`config.mk`:
```
export PLATFORM = sky130hd
export DESIGN_NAME = sc_lane_scheduler
export DESIGN_NICKNAME = d
export VERILOG_FILES = /design/src/rtl/sc_lane_scheduler.sv
export SDC_FILE = /design/constraint.sdc
export NUM_CORES = 1
export LEC_CHECK = 0
export CAP_MARGIN = 20
export CELL_PAD_IN_SITES_DETAIL_PLACEMENT = 1
export CELL_PAD_IN_SITES_GLOBAL_PLACEMENT = 2
export CORE_AREA = 2 2 111 124
export DETAILED_ROUTE_END_ITERATION = 10
export DIE_AREA = 0 0 113 126
export PLACE_DENSITY = 0.86
export REMOVE_ABC_BUFFERS = 1
export SYNTH_ARGS = -nofsm -noshare
export SYNTH_HDL_FRONTEND = slang
export SYNTH_SLANG_ARGS = --single-unit
```
`constraint.sdc`:
```
create_clock -name i_clk_sch -period 1.94 [get_ports i_clk_sch]
set_input_delay 0.388 -clock i_clk_sch [delete_from_list [all_inputs] [get_ports i_clk_sch]]
set_output_delay 0.388 -clock i_clk_sch [all_outputs]
set_load 0.005 [all_outputs]
```
`src/rtl/sc_lane_scheduler.sv`:
```
// rtl/sc_lane_scheduler.sv - stochastic multiply lane scheduler (optional SC_BIPOLAR_EN: bipolar results)
module sc_lane_scheduler #(
    parameter int LANES      = 4,
    parameter int STREAM_LEN = 16,
    parameter int SNG_LAT    = 2,
    parameter int CNT_W      = $clog2(STREAM_LEN + 1),
    parameter int RES_W      = CNT_W + 1
) (
    input  logic                   i_clk_sch,
    input  logic                   i_rst_sch,
    input  logic                   i_in_valid,
    output logic                   o_in_ready,
    input  logic [4*LANES-1:0]     i_x_bn,
    input  logic [4*LANES-1:0]     i_w_bn,
    output logic [4*LANES-1:0]     o_x_bn,
    output logic [4*LANES-1:0]     o_w_bn,
    output logic                   o_start_sng,
    output logic                   o_stop_sng,
    input  logic [LANES-1:0]       i_sn_prod,
    output logic                   o_out_valid,
    input  logic                   i_out_ready,
    output logic [RES_W*LANES-1:0] o_result,
    output logic                   o_busy
);

    typedef enum logic [2:0] {
        S_IDLE,
        S_START,
        S_WAIT,
        S_GEN,
        S_STOP,
        S_DONE
    } state_t;

    localparam logic [7:0]       WAIT_INIT = 8'(SNG_LAT - 1);
    localparam logic [CNT_W-1:0] LEN_CNT   = CNT_W'(STREAM_LEN);
    localparam logic [CNT_W-1:0] LEN_M1    = CNT_W'(STREAM_LEN - 1);
    localparam logic [CNT_W-1:0] CNT_ONE   = CNT_W'(1);

    state_t                   state;
    state_t                   state_nxt;
    logic [7:0]               wait_cnt;
    logic [CNT_W-1:0]         cyc_cnt;
    logic [CNT_W-1:0]         lane_cnt [LANES];
    logic [RES_W*LANES-1:0]   res_conv;

    always_comb begin
        state_nxt = state;
        case (state)
            S_IDLE:  if (i_in_valid) state_nxt = S_START;
            // With SNG_LAT of 1 there is no latency to hide, so WAIT is skipped.
            S_START: state_nxt = (WAIT_INIT == 8'd0) ? S_GEN : S_WAIT;
            S_WAIT:  if (wait_cnt <= 8'd1) state_nxt = S_GEN;
            S_GEN:   if (cyc_cnt == LEN_M1) state_nxt = S_STOP;
            S_STOP:  state_nxt = S_DONE;
            S_DONE:  if (i_out_ready) state_nxt = S_IDLE;
            default: state_nxt = S_IDLE;
        endcase
    end

    always_comb begin
        res_conv = '0;
        for (int k = 0; k < LANES; k++) begin
`ifdef SC_BIPOLAR_EN
            res_conv[k*RES_W +: RES_W] = {lane_cnt[k], 1'b0} - RES_W'(STREAM_LEN);
`else
            res_conv[k*RES_W +: RES_W] = {1'b0, lane_cnt[k]};
`endif
        end
    end

    always_ff @(posedge i_clk_sch) begin
        if (i_rst_sch) begin
            state    <= S_IDLE;
            o_x_bn   <= '0;
            o_w_bn   <= '0;
            o_result <= '0;
            wait_cnt <= '0;
            cyc_cnt  <= '0;
            for (int k = 0; k < LANES; k++) lane_cnt[k] <= '0;
        end else begin
            state <= state_nxt;
            case (state)
                S_IDLE: begin
                    if (i_in_valid) begin
                        o_x_bn <= i_x_bn;
                        o_w_bn <= i_w_bn;
                        for (int k = 0; k < LANES; k++) lane_cnt[k] <= '0;
                    end
                end
                S_START: begin
                    wait_cnt <= WAIT_INIT;
                    cyc_cnt  <= '0;
                end
                S_WAIT: begin
                    wait_cnt <= wait_cnt - 8'd1;
                    cyc_cnt  <= '0;
                end
                S_GEN: begin
                    for (int k = 0; k < LANES; k++) begin
                        if (i_sn_prod[k] && (lane_cnt[k] < LEN_CNT))
                            lane_cnt[k] <= lane_cnt[k] + CNT_ONE;
                    end
                    if (cyc_cnt < LEN_CNT) cyc_cnt <= cyc_cnt + CNT_ONE;
                end
                S_STOP: o_result <= res_conv;
                default: ;
            endcase
        end
    end

    assign o_in_ready  = (state == S_IDLE);
    assign o_start_sng = (state == S_START);
    assign o_stop_sng  = (state == S_STOP);
    assign o_out_valid = (state == S_DONE);
    assign o_busy      = (state != S_IDLE);

endmodule

```
==> impl_metrics.csv, run 1 <==
group,metric,value,unit
drt,num_vias,2995,
clock_network,cts_root_buf,"clkbuf_16",
synthesis,synth-xor-area-share,1.72,%
worst_setup_path,cp_max_fo,4,
worst_setup_path,startpoint_type,"flip-flop",
status,outcome,"finished with violations",
synthesis,synth_ff_type,"dfxtp_1",
placement,dp_hpwl,6.57,mm
final_layout,drive_above_1_share,11.4,%
placement,place.gp.congestion,0.773,
clock_network,cts_buffers,9,
pwr,ir_worst_vdd,0.383,mV
worst_setup_path,slowest_stage,"or3b_4",
clock_network,htreeDepth,3,
global_routing,track_usage,13.6,%
flow_run,maxCapViolCount,0,
synthesis,synth_compound_area_share,17.2,%
worst_setup_path,worst_ep_arrival_time,1.49,ns
final_layout,syn_to_final_growth,44.0,%
clock_network,clk_pin_slew,0.07,ns
synthesis,yosys_warnings,0,
synthesis,synth_edf_count,15,
synthesis,synth.distinct_cells,50,
sta,maxSlewViolCount,0,
floorplan,io-pin-count,101,
final_layout,final_nets,518,
final_layout,mostFrequentLayoutCells,"clkdlybuf4s50_1 (91), dfxtp_1 (70), nand2_1 (48)",
floorplan,coreArea,0.0130,mm²
drt,drtPass1Iterations,7,
synthesis,yosys.area_share.simple,18.5,%
pwr,p_total,4.46,mW
hold_path,worstHoldStart,"o_result[8]$_SDFFE_PP0P_",
global_routing,grt_pass1_wl,15.6,mm
clock_network,clock_sinks,88,
sta,period_minus_slack,1.88,ns
sta,setup_slack,0.0582,ns
placement,preCtsSetupSlack,-0.0586,ns
drt,routed_wirelength,9.27,mm
synthesis,netlist_top_cells_area,"dfxtp_1 (41%), edfxtp_1 (13%), a22o_1 (7.9%)",
pwr,leakage,1.92,nW
placement,io_buffers,96,
sta,post-route-period-util,97.0,%
synthesis,async_reset_ff_share,0,%
sta,rsz0062_at_grt,"false",
synthesis,yosysTopAreaCell,"dfxtp_1",
sta,maxSlewHeadroom,67.7,%
synthesis,syn_area_per_cell,9.76,µm²
clock_network,cts_tree,"built",
synthesis,synthMuxAreaShare,0.948,%
hold_path,min_path_type,"reg2reg",
clock_network,cts_buffer_depth,2,
sta,setup_viol_count_final,0,
global_routing,grt_overflow,0,
floorplan,fp-row-count,44,
final_layout,stdcell_area,0.00513,mm²
worst_setup_path,cp-end-kind,"primary output",
synthesis,syn_inst,365,
global_routing,grt_max_degree,33,
global_routing,antenna_found_initial,0,
floorplan,dieArea,0.0142,mm²
final_layout,final_common_cell,"clkdlybuf4s50_1",
drt,wl_per_cell,14.6,µm
final_layout,n_antenna_cell,0,
floorplan,die_y,126,µm
drt,ant_nets,0,
worst_setup_path,r2r_start,"wait_cnt[2]$_SDFFE_PP0P_",
synthesis,yosysSeqAreaShare,53.7,%
sta,finClkSkew,0.0113,ns
synthesis,syn_area,0.00356,mm²
sta,tightest_slew,0.473,ns
worst_setup_path,crit_buf_inv,3,
worst_setup_path,crit_required,1.55,ns
placement,placed_area,0.00479,mm²
drt,drc,4,
sta,hold_viol_final,0,
synthesis,synth_seq_cells,88,
drt,via_per_inst,4.71,
floorplan,initial_core_util,27.4,%
worst_setup_path,startpoint,"state[1]$_SDFFE_PP0P_",
synthesis,synthDominantCellAreaShare,41.0,%
status,violations,"design-rule violations",
drt,drtIter0Drc,119,
synthesis,synth_top_family_by_area,"simple AND/OR/NAND/NOR gates",
worst_setup_path,critical-path-max-stage-delay,0.38,ns
sta,setup_tns,0,ns
worst_setup_path,critPathKind,"reg2out",
synthesis,synthAdderAreaFrac,2.81,%
worst_setup_path,cp_top_family,"buffers and inverters",
clock_network,clock_latency,0.35,ns
global_routing,grt_pass1_vias,3170,
worst_setup_path,crit_chain,"buf_4 -> or3b_4 -> inv_2 -> clkdlybuf4s15_1",
sta,fmax,531,MHz
pwr,power_density,868,mW/mm²
floorplan,die_w,113,µm
cell families (layout without fill, tap and decap cells):
family | after synthesis | count (layout)
AOI/OAI and AO/OA | 89 | 89
xor gates and xnor gates | 7 | 7
buffers and inverters | 40 | 147
and+or+nand+nor | 129 | 129
other | 1 | 4
adders and majority gates | 8 | 8
muxes | 3 | 3
DFF | 88 | 88
through the flow:
step / hold WS, ns / util (%) / cells
floorplan: 0.447 / - / 341
global placement: 0.443 / 36.8 / 618
detailed placement: 0.451 / 36.8 / 618
CTS: 0.460 / 39.4 / 636
global route: 0.470 / 39.5 / 636
finish: 0.456 / 39.5 / 636
cell type report:
class,instances,area [µm²]
clock buffers,10,239
inverters,13,48.8
repair buffers,118,1160
well taps,161,201
multi-input cells,240,1510
fillers,1482,7860
flip-flops and latches,88,1920
clock inverters,6,47.5
where the power goes:
part / total [mW] / switching (mW) / internal (mW)
clock network: 1.70 / 0.783 / 0.920
logic: 0.670 / 0.284 / 0.386
registers: 2.08 / 0.100 / 1.98
worst min-delay path, stage by stage (launching register included):
cell and delay, ns:
dfxtp_1 0.31, nand2_1 0.05, a21oi_1 0.05
registers in the layout, summed over array words and instances (netlist names):
register / count
cyc_cnt: 5
lane_cnt: 20
o_result: 20
o_w_bn: 16
o_x_bn: 16
state: 3
wait_cnt: 8
cells in the mapped netlist (5+ instances only):
| master | count |
|---|---|
| a21oi_1 | 34 |
| clkbuf_1 | 13 |
| or4_1 | 5 |
| a22o_1 | 32 |
| dfxtp_1 | 73 |
| ha_1 | 8 |
| buf_2 | 9 |
| nand3b_1 | 5 |
| nand3_1 | 10 |
| nand2_1 | 48 |
| nor2_1 | 26 |
| inv_1 | 13 |
| o21ai_0 | 8 |
| edfxtp_1 | 15 |
path summary, 6_finish.rpt:
path	depth (start not counted)	endpoint	slack, ns
max	4	o_stop_sng	0.06
min	2	o_result[8]$_SDFFE_PP0P_	0.46
max reg2reg	3	wait_cnt[7]$_SDFFE_PP0P_	0.21
min reg2reg	2	o_result[8]$_SDFFE_PP0P_	0.46
routing by layer:
| layer | vias to the layer above | share of wire, % | track usage [%] | routed length (µm) |
|---|---|---|---|---|
| li1 | 1494 | - | - | - |
| met1 | 1396 | 46 | 17.1 | 4260 |
| met2 | 92 | 45 | 21.2 | 4150 |
| met3 | 13 | 7.3 | 4.81 | 680 |
| met4 | 0 | 1.9 | 5.95 | 174 |
| met5 | - | 0 | 0 | 0 |
what timing repair did:
action / in CTS / in global routing
pin swaps: 0 / 0
hold buffers: 0 / 0
buffers inserted: 2 / 0
setup endpoints to repair: 5 / 2
gates resized for setup: 18 / 3
No activity file was read; power rests on OpenSTA's default activity.
==> run 2, diff against run 1 <==
SKIP_CTS_REPAIR_TIMING = 1   (was default)
==> impl_metrics.csv, run 2 (synthesis gave the netlist of run 1 again) <==
group,metric,value,unit
pwr,pwr-share-seq,46.7,%
clock_network,clock_sinks,88,
drt,via_per_inst,4.71,
placement,dp_hpwl,6.57,mm
global_routing,track_usage,13.6,%
pwr,clockPowerShare,38.2,%
final_layout,regArea,0.00192,mm²
pwr,power_density,866,mW/mm²
final_layout,stdcell_area,0.00516,mm²
pwr,ir_worst_vdd,0.382,mV
clock_network,clk_pin_slew,0.07,ns
sta,period_minus_slack,1.80,ns
final_layout,multiInputGateArea,0.00151,mm²
global_routing,grt_pass1_vias,3186,
floorplan,fp-row-count,44,
final_layout,final_nets,519,
worst_setup_path,worst_ep_arrival_time,1.41,ns
floorplan,dieArea,0.0142,mm²
drt,ant_nets,0,
drt,num_vias,3003,
sta,rsz0062_at_grt,"false",
final_layout,fill_cells,1482,
worst_setup_path,critPathKind,"reg2out",
worst_setup_path,startpoint_type,"flip-flop",
clock_network,htreeDepth,3,
final_layout,reg_top3,"lane_cnt x20, o_result x20",
sta,hold_viol_final,0,
global_routing,grt_pass1_wl,15.5,mm
final_layout,final_common_cell,"clkdlybuf4s50_1",
global_routing,grt_max_degree,33,
sta,setup_viol_count_final,0,
final_layout,drive_above_1_share,11.6,%
drt,drc,4,
pwr,combPwrFrac,15.1,%
final_layout,mostFrequentLayoutCells,"clkdlybuf4s50_1 (91), dfxtp_1 (70), nand2_1 (48)",
worst_setup_path,cp_max_fo,5,
sta,setup_tns,0,ns
floorplan,coreArea,0.0130,mm²
worst_setup_path,crit_required,1.55,ns
sta,post-route-period-util,92.6,%
status,violations,"design-rule violations",
clock_network,clock_latency,0.35,ns
global_routing,grt_overflow,0,
sta,fmax,557,MHz
pwr,p_int,3.29,mW
drt,drtPass1Iterations,7,
placement,placed_area,0.00479,mm²
final_layout,syn_to_final_growth,44.7,%
floorplan,die_y,126,µm
sta,finClkSkew,0.0116,ns
drt,routed_wirelength,9.34,mm
placement,io_buffers,96,
floorplan,die_w,113,µm
pwr,switching_share,26.2,%
sta,maxSlewViolCount,0,
hold_path,min_path_type,"reg2reg",
clock_network,cts_buffers,9,
final_layout,n_antenna_cell,0,
pwr,switchingPower,1.17,mW
placement,place.gp.congestion,0.773,
flow_run,maxCapViolCount,0,
floorplan,initial_core_util,27.4,%
drt,wl_per_cell,14.7,µm
clock_network,cts_buffer_depth,2,
clock_network,cts_tree,"built",
status,outcome,"finished with violations",
floorplan,io-pin-count,101,
clock_network,cts_root_buf,"clkbuf_16",
pwr,leakage,1.97,nW
worst_setup_path,cp-end-kind,"primary output",
pwr,p_total,4.46,mW
global_routing,antenna_found_initial,0,
drt,drtIter0Drc,105,
run 2: cell types whose count changed in the layout (fill, tap and decap cells not counted), sizes merged:
| cell | change |
|---|---|
| dlymetal6s2s | +4 |
| dlygate4sd2 | -3 |
| buf | +1 |
| clkdlybuf4s15 | -1 |
run 2: worst paths after layout:
check / depth (start not counted) / endpoint / slack [ns] / from
max: 4 / o_stop_sng / 0.14 / state[1]$_SDFFE_PP0P_
min: 2 / o_result[8]$_SDFFE_PP0P_ / 0.46 / o_result[8]$_SDFFE_PP0P_
max reg2reg: 6 / cyc_cnt[3]$_SDFFE_PP0P_ / 0.17 / state[2]$_SDFFE_PP0P_
min reg2reg: 2 / o_result[8]$_SDFFE_PP0P_ / 0.46 / o_result[8]$_SDFFE_PP0P_
run 2: worst max-delay path, stage by stage (launching register included):
cell	delay (ns)
dfxtp_4	0.36
buf_4	0.14
or3b_4	0.37
inv_2	0.07
dlymetal6s2s_1	0.12
run 2: per-layer routing:
layer	up-vias	wire (µm)	global-route usage (%)
met1	1399	4310	16.9
met4	0	159	6.17
met3	12	691	4.86
met2	94	4180	21.0
li1	1498	-	-
met5	-	0	0
run 2: final cells by class:
type / instances / share of cell area [%]
timing repair buffer: 119 / 23.1
tap: 161 / 3.91
inverter: 13 / 0.946
clock inverter: 6 / 0.922
multi-input combinational: 240 / 29.3
sequential: 88 / 37.2
clock buffer: 10 / 4.63
run 2: stage by stage:
stage | utilization [%] | std cells | setup WS [ns] | hold WS, ns
global route | 39.7 | 637 | 0.0830 | 0.470
detailed placement | 36.8 | 618 | -0.0586 | 0.451
finish | 39.7 | 637 | 0.144 | 0.456
floorplan | - | 341 | -0.587 | 0.447
CTS | 39.0 | 634 | -0.263 | 0.460
global placement | 36.8 | 618 | -0.0242 | 0.443
run 2: power by group through the flow:
stage	sequential (mW)	clock [mW]	combinational [mW]
final	2.09	1.70	0.674
after CTS	2.08	1.76	0.665
after global placement	2.12	0	0.643
after global routing	2.11	1.83	0.745
after detailed placement	2.12	0	0.663
after floorplan	2.12	0	0.273
